--- config.mk ---
export PLATFORM = sky130hd
export DESIGN_NAME = fir_xifu_ex_flat
export DESIGN_NICKNAME = d
export VERILOG_FILES = /design/src/rtl/cv32e40x_pkg.sv /design/src/rtl/fir_xifu_pkg.sv /design/src/rtl/cv32e40x_if_xif.sv /design/src/rtl/fir_xifu_ex.sv /design/src/flat_wrapper.sv
export SDC_FILE = /design/constraint.sdc
export NUM_CORES = 2
export LEC_CHECK = 0
export CAP_MARGIN = 5
export CORE_ASPECT_RATIO = 1.5
export CORE_MARGIN = 10
export CORE_UTILIZATION = 60
export CTS_CLUSTER_SIZE = 25
export DETAILED_ROUTE_END_ITERATION = 10
export PLACE_DENSITY = 0.82
export SETUP_SLACK_MARGIN = 0.02
export SKIP_CTS_REPAIR_TIMING = 1
export SLEW_MARGIN = 10
export SYNTH_ARGS = -nofsm -noshare
export SYNTH_HDL_FRONTEND = slang
export SYNTH_SLANG_ARGS = --single-unit
--- constraint.sdc ---
create_clock -name clk_i -period 4.3 [get_ports clk_i]
set_input_delay 0.645 -clock clk_i [delete_from_list [all_inputs] [get_ports clk_i]]
set_output_delay 0.645 -clock clk_i [all_outputs]
set_load 0.02 [all_outputs]
--- src/rtl/cv32e40x_pkg.sv ---
// Subset of the core-side eXtension-interface types used by the FIR coprocessor:
// privilege levels and the memory request payload.
package cv32e40x_pkg;

  parameter int X_ID_WIDTH = 4;

  typedef enum logic [1:0] {
    PRIV_LVL_U = 2'b00,
    PRIV_LVL_S = 2'b01,
    PRIV_LVL_H = 2'b10,
    PRIV_LVL_M = 2'b11
  } privlvl_t;

  typedef struct packed {
    logic [X_ID_WIDTH-1:0] id;
    logic [31:0]           addr;
    logic [1:0]            mode;
    logic                  we;
    logic [2:0]            size;
    logic [3:0]            be;
    logic [1:0]            attr;
    logic [31:0]           wdata;
  } x_mem_req_t;

endpackage

--- src/rtl/fir_xifu_pkg.sv ---
// Instruction codes and pipeline-register types shared by the FIR coprocessor stages.
package fir_xifu_pkg;

  import cv32e40x_pkg::X_ID_WIDTH;

  typedef logic [2:0] fir_xifu_instr_t;

  localparam fir_xifu_instr_t INSTR_NONE     = 3'd0;
  localparam fir_xifu_instr_t INSTR_XFIRLW   = 3'd1;
  localparam fir_xifu_instr_t INSTR_XFIRSW   = 3'd2;
  localparam fir_xifu_instr_t INSTR_XFIRDOTP = 3'd3;

  typedef struct packed {
    logic                  valid;
    logic [X_ID_WIDTH-1:0] id;
    fir_xifu_instr_t       instr;
    logic [4:0]            rd;
    logic [4:0]            rs1;
    logic [31:0]           op_a;
    logic [31:0]           op_b;
    logic [31:0]           op_c;
  } fir_xifu_id2ex_t;

  typedef struct packed {
    logic                  valid;
    logic [X_ID_WIDTH-1:0] id;
    fir_xifu_instr_t       instr;
    logic [4:0]            rd;
    logic [4:0]            rs1;
    logic [31:0]           result;
  } fir_xifu_ex2wb_t;

endpackage

--- src/rtl/cv32e40x_if_xif.sv ---
// Memory-request channel of the eXtension interface (coprocessor drives requests).
interface cv32e40x_if_xif;

  import cv32e40x_pkg::*;

  logic       mem_valid;
  logic       mem_ready;
  x_mem_req_t mem_req;

  modport coproc_mem (
    output mem_valid,
    output mem_req,
    input  mem_ready
  );

  modport cpu_mem (
    input  mem_valid,
    input  mem_req,
    output mem_ready
  );

endinterface

--- src/rtl/fir_xifu_ex.sv ---
// FIR coprocessor execute stage: 16-bit dual MAC for XFIRDOTP, memory request
// issue with post-increment address result for XFIRLW/XFIRSW.
module fir_xifu_ex
  import cv32e40x_pkg::*;
  import fir_xifu_pkg::*;
(
  input  logic            clk_i,
  input  logic            rst_ni,
  cv32e40x_if_xif.coproc_mem xif_mem_o,
  input  fir_xifu_id2ex_t id2ex_i,
  output logic            ready_o,
  input  logic            kill_i,
  output fir_xifu_ex2wb_t ex2wb_o
);

  typedef enum logic {
    EX_IDLE,
    EX_MEMREQ
  } ex_state_t;

  ex_state_t       state_q, state_d;
  fir_xifu_ex2wb_t ex2wb_q;
  fir_xifu_ex2wb_t pend_q;
  x_mem_req_t      req_q;

  logic            is_mem, is_sw, is_dotp;
  x_mem_req_t      new_req;
  fir_xifu_ex2wb_t mem_done, dotp_done, load_val;
  logic            load_en, latch_en;
  logic            mem_valid;
  x_mem_req_t      mem_req;
  logic signed [31:0] prod_lo, prod_hi;

  assign is_sw   = (id2ex_i.instr == INSTR_XFIRSW);
  assign is_mem  = (id2ex_i.instr == INSTR_XFIRLW) || is_sw;
  assign is_dotp = (id2ex_i.instr == INSTR_XFIRDOTP);

  // Each 16x16 signed product fits in 32 bits, so only the final sum wraps.
  assign prod_lo = $signed(id2ex_i.op_a[15:0])  * $signed(id2ex_i.op_b[15:0]);
  assign prod_hi = $signed(id2ex_i.op_a[31:16]) * $signed(id2ex_i.op_b[31:16]);

  always_comb begin
    new_req       = '0;
    new_req.id    = id2ex_i.id;
    new_req.addr  = id2ex_i.op_a;
    new_req.mode  = PRIV_LVL_M;
    new_req.we    = is_sw;
    new_req.size  = 3'b010;
    new_req.be    = 4'hF;
    new_req.wdata = is_sw ? id2ex_i.op_c : 32'h0;
  end

  always_comb begin
    mem_done        = '0;
    mem_done.valid  = 1'b1;
    mem_done.id     = id2ex_i.id;
    mem_done.instr  = id2ex_i.instr;
    mem_done.rd     = id2ex_i.rd;
    mem_done.rs1    = id2ex_i.rs1;
    mem_done.result = id2ex_i.op_a + id2ex_i.op_b;

    dotp_done        = mem_done;
    dotp_done.result = id2ex_i.op_c + $unsigned(prod_lo) + $unsigned(prod_hi);
  end

  // NOTE: every output of this block gets a default first, so no path leaves one unassigned and no latch is inferred.
  always_comb begin
    state_d   = state_q;
    ready_o   = 1'b0;
    mem_valid = 1'b0;
    mem_req   = '0;
    load_en   = 1'b0;
    load_val  = '0;
    latch_en  = 1'b0;

    unique case (state_q)
      EX_IDLE: begin
        ready_o = 1'b1;
        if (id2ex_i.valid && is_dotp) begin
          load_en  = 1'b1;
          load_val = dotp_done;
        end else if (id2ex_i.valid && is_mem) begin
          mem_valid = 1'b1;
          mem_req   = new_req;
          if (xif_mem_o.mem_ready) begin
            load_en  = 1'b1;
            load_val = mem_done;
          end else begin
            latch_en = 1'b1;
            state_d  = EX_MEMREQ;
          end
        end
      end
      EX_MEMREQ: begin
        mem_valid = 1'b1;
        mem_req   = req_q;
        if (xif_mem_o.mem_ready) begin
          load_en  = 1'b1;
          load_val = pend_q;
          state_d  = EX_IDLE;
        end
      end
      default: state_d = EX_IDLE;
    endcase

    // The request path is combinational from id2ex_i, so hold it quiet during reset.
    if (!rst_ni) begin
      ready_o   = 1'b1;
      mem_valid = 1'b0;
      mem_req   = '0;
    end
  end

  // NOTE: sequential state uses non-blocking assignments so every register samples pre-edge values.
  always_ff @(posedge clk_i or negedge rst_ni) begin
    if (!rst_ni) begin
      state_q <= EX_IDLE;
      ex2wb_q <= '0;
      pend_q  <= '0;
      req_q   <= '0;
    end else begin
      state_q <= state_d;
      // A kill or the end of a one-cycle result pulse both retire the held slot.
      if (load_en) begin
        ex2wb_q <= load_val;
      end else if (kill_i || ex2wb_q.valid) begin
        ex2wb_q.valid <= 1'b0;
      end
      if (latch_en) begin
        req_q  <= new_req;
        pend_q <= mem_done;
      end
    end
  end

  assign xif_mem_o.mem_valid = mem_valid;
  assign xif_mem_o.mem_req   = mem_req;
  assign ex2wb_o             = ex2wb_q;

endmodule

--- src/flat_wrapper.sv ---
// flat-port wrapper written by rule: the top's interface ports become plain ports
module fir_xifu_ex_flat import cv32e40x_pkg::*; import fir_xifu_pkg::*;
  (clk_i, rst_ni, id2ex_i, ready_o, kill_i, ex2wb_o, xif_mem_o_mem_valid, xif_mem_o_mem_req, xif_mem_o_mem_ready);
  cv32e40x_if_xif xif_mem_o_i ();
  input  logic clk_i;
  input  logic rst_ni;
  input  fir_xifu_id2ex_t id2ex_i;
  output logic ready_o;
  input  logic kill_i;
  output fir_xifu_ex2wb_t ex2wb_o;
  output wire logic [$bits(xif_mem_o_i.mem_valid)-1:0] xif_mem_o_mem_valid;
  output wire logic [$bits(xif_mem_o_i.mem_req)-1:0] xif_mem_o_mem_req;
  input wire logic [$bits(xif_mem_o_i.mem_ready)-1:0] xif_mem_o_mem_ready;
  assign xif_mem_o_mem_valid = xif_mem_o_i.mem_valid;
  assign xif_mem_o_mem_req = xif_mem_o_i.mem_req;
  assign xif_mem_o_i.mem_ready = xif_mem_o_mem_ready;
  fir_xifu_ex u_core (.clk_i(clk_i), .rst_ni(rst_ni), .xif_mem_o(xif_mem_o_i), .id2ex_i(id2ex_i), .ready_o(ready_o), .kill_i(kill_i), .ex2wb_o(ex2wb_o));
endmodule
==> results.toml <==
[run_status]
outcome = "finished, violations left"
violations = "negative setup slack"

[synthesis]
synth-seq-cells = 166
ys_seq_area_share_pct = 14.0
muxShareOfSynthArea_pct = 2.94
ys.flop_type = "dfrtp_1"
synth.distinct_cells = 65
synth_cells = 3042
synth_edf_count = 0
synth_fa_ha_area_share_pct = 49.3
ys_warn_count = 0
synth_area_um2 = 29600
synth_xor_area_share_pct = 2.28
synth_compound_area_share_pct = 9.13
synth_top_family_by_area = "adder cells"
synthSimpleGateAreaFrac_pct = 11.7
synthArstFlopShare_pct = 100
avgSynthCellArea_um2 = 9.74

[worst_setup_path]
critPathLaunchType = "input port"
crit_start = "id2ex_i[49]"
r2r-start = "u_core.state_q"
worstPathRequired_ns = 4.71
critPathKind = "in -> reg"
crit_family = "adder cells"
endpoint_kind = "register"
critPathBufInv = 10
worst_ep_arrival_time_ns = 7.74
reg2regPathDepth = 5
cp_common_cell = "fa_1"
r2r_slack_ns = 1.80
cp_slowest_cell = "fa_1"
r2r_end = "u_core.req_q[73]"
critPathMaxStageDelay_ns = 0.56
crit_fanout = 6

[hold_path]
min_to = "u_core.ex2wb_o[44]"
hold_path_depth = 2
hp-start = "u_core.pend_q[44]"
min_path_type = "reg -> reg"

[timing]
setup_viol_count_final = 29
slew_violations = 0
min_period_over_period_pct = 171
slew_headroom_pct = 29.0
period_needed_ns = 7.33
rsz0062_at_grt = "yes"
hold_ws_ns = 0.471
worstMarginPinSlew_ns = 1.06
skew_ns = 0.0107
hold_viol = 0
max_freq_mhz = 136
fin_ws_ns = -3.03

[clocking]
clk_latency_ns = 0.48
cts_buffers = 17
clkSinkCount = 166
h-tree-depth = 4
cts_tree = "done"
clockBufferDepth = 2
clkSlewWorstSetupHoldPaths_ns = 0.08
cts-root-buf = "clkbuf_16"

[finish]
syn2layout_area_growth_pct = 31.6
layout.nets = 4621
seq_area_um2 = 4150
instances_no_fill = 4382
layout_common_cells = "inv_1 (645), fa_1 (579), buf_4 (422)"
final_common_cell = "inv_1"
fillers = 3009
drive_above_1_share_pct = 24.8
multiInputGateArea_um2 = 23400

[die]
rows = 99
core_area_um2 = 48800
die_w_um = 201
die_y_um = 292
io_pins = 250
die_area_um2 = 58800
initial_core_util_pct = 60.7

[route]
route.detailed.drc = 0
drtAntennaViolNets = 0
drt_first_pass_iters = 8
routed_via_density = 5.75
drt-total-wl_mm = 104
vias = 25179
post_drt_wl_per_cell_um = 23.8
drt_iter0_drc = 1926

[global_routing]
antenna_found_initial = 1
overflow = 0
track_usage_pct = 33.9
grt_max_degree = 70
grt_pass1_wl_mm = 154
grt_pass1_vias = 27060

[run]
max-cap-violations = 0

[placement]
preCtsSetupSlack_ns = -3.96
gp_congestion = 1.04
placed_cells = 4243
port_buffers = 244
dpl.hpwl_mm = 84.2
-- state kept, by name (all words and copies together) (netlist names) --
| register | cells |
|---|---|
| u_core.req_q | 65 |
| u_core.state_q | 1 |
| u_core.ex2wb_o | 50 |
| u_core.pend_q | 50 |
-- layout make-up --
cell class	count	share of cell area, %
Clock inverter	14	0.523
Clock buffer	18	1.10
Sequential cell	166	10.7
Tap cell	656	2.11
Multi-Input combinational cell	2049	60.1
Antenna cell	2	0.0128
Inverter	693	6.71
Timing Repair Buffer	784	18.8
-- layer usage --
layer	wire length (µm)	share of wire, %	GRT usage (%)	up-vias
met2	51000	49	57.4	1377
met3	7680	7.4	5.74	478
met4	9660	9.3	23.5	0
li1	-	-	-	10628
met1	35900	34	38.8	12696
met5	0	0	0	-
-- how the worst max path moves through the flow --
stage	end	cells past startpoint	slack (ns)
floorplan	u_core.ex2wb_o[26]	28	-3.17
global placement	u_core.ex2wb_o[29]	27	-3.88
detailed placement	u_core.ex2wb_o[27]	30	-3.96
CTS	u_core.ex2wb_o[27]	28	-3.48
global route	u_core.ex2wb_o[30]	30	-3.23
finish	u_core.ex2wb_o[28]	29	-3.03
-- stage by stage --
| stage | cell area [µm²] | utilization [%] | setup TNS, ns |
|---|---|---|---|
| 6_report | 39000 | 79.8 | -67.74 |
| 5_1_grt | 39000 | 79.8 | -72.78 |
| 4_1_cts | 36900 | 75.7 | -79.01 |
| 3_5_place_dp | 36300 | 74.4 | -95.76 |
| 3_3_place_gp | 36300 | 74.4 | -93.63 |
| 2_1_floorplan | 30300 | - | -61.95 |
-- Yosys cell counts (4+ instances only) --
cell type | n | share of area, %
inv_1 | 693 | 8.8
fa_1 | 623 | 42
nand2_1 | 327 | 4.1
and2_1 | 217 | 4.6
ha_1 | 169 | 7.1
dfrtp_1 | 166 | 14
clkbuf_1 | 118 | 1.5
a22o_1 | 98 | 2.9
nor2_1 | 87 | 1.1
o21ai_0 | 67 | 1.1
mux2_2 | 65 | 2.5
a21oi_1 | 64 | 1.1
xnor2_1 | 56 | 1.7
nand2b_1 | 21 | 0.44
xor2_1 | 21 | 0.62
nor2b_1 | 20 | 0.42
a22oi_1 | 19 | 0.48
o22ai_1 | 16 | 0.34
a21o_1 | 15 | 0.38
mux2i_1 | 14 | 0.47
nand3_1 | 13 | 0.22
a31oi_1 | 12 | 0.25
nor3_1 | 12 | 0.20
buf_4 | 10 | 0.25
a221oi_1 | 9 | 0.27
o211ai_1 | 9 | 0.23
a211oi_1 | 8 | 0.20
a221o_1 | 8 | 0.27
and3_1 | 8 | 0.17
buf_1 | 7 | 0.089
o21a_1 | 7 | 0.18
nand4_1 | 4 | 0.084
o32ai_1 | 4 | 0.12
-- worst reg2reg max path: cells and delay by family (launching register included) --
| family | cells | cell delay [ns] |
|---|---|---|
| and+or+nand+nor | 2 | 0.76 |
| DFF | 1 | 0.36 |
| muxes | 1 | 0.38 |
| buffers and inverters | 2 | 0.88 |
-- kinds of logic after synthesis --
family,after synthesis
xor gates and xnor gates,77
DFF,166
muxes,79
AOI/OAI and AO/OA,375
adders and majority gates,792
and+or+nand+nor,722
other,1
buffers and inverters,830
Power is not shown: default switching activity piles up to over one toggle a cycle in this logic, so the estimate is an artifact.
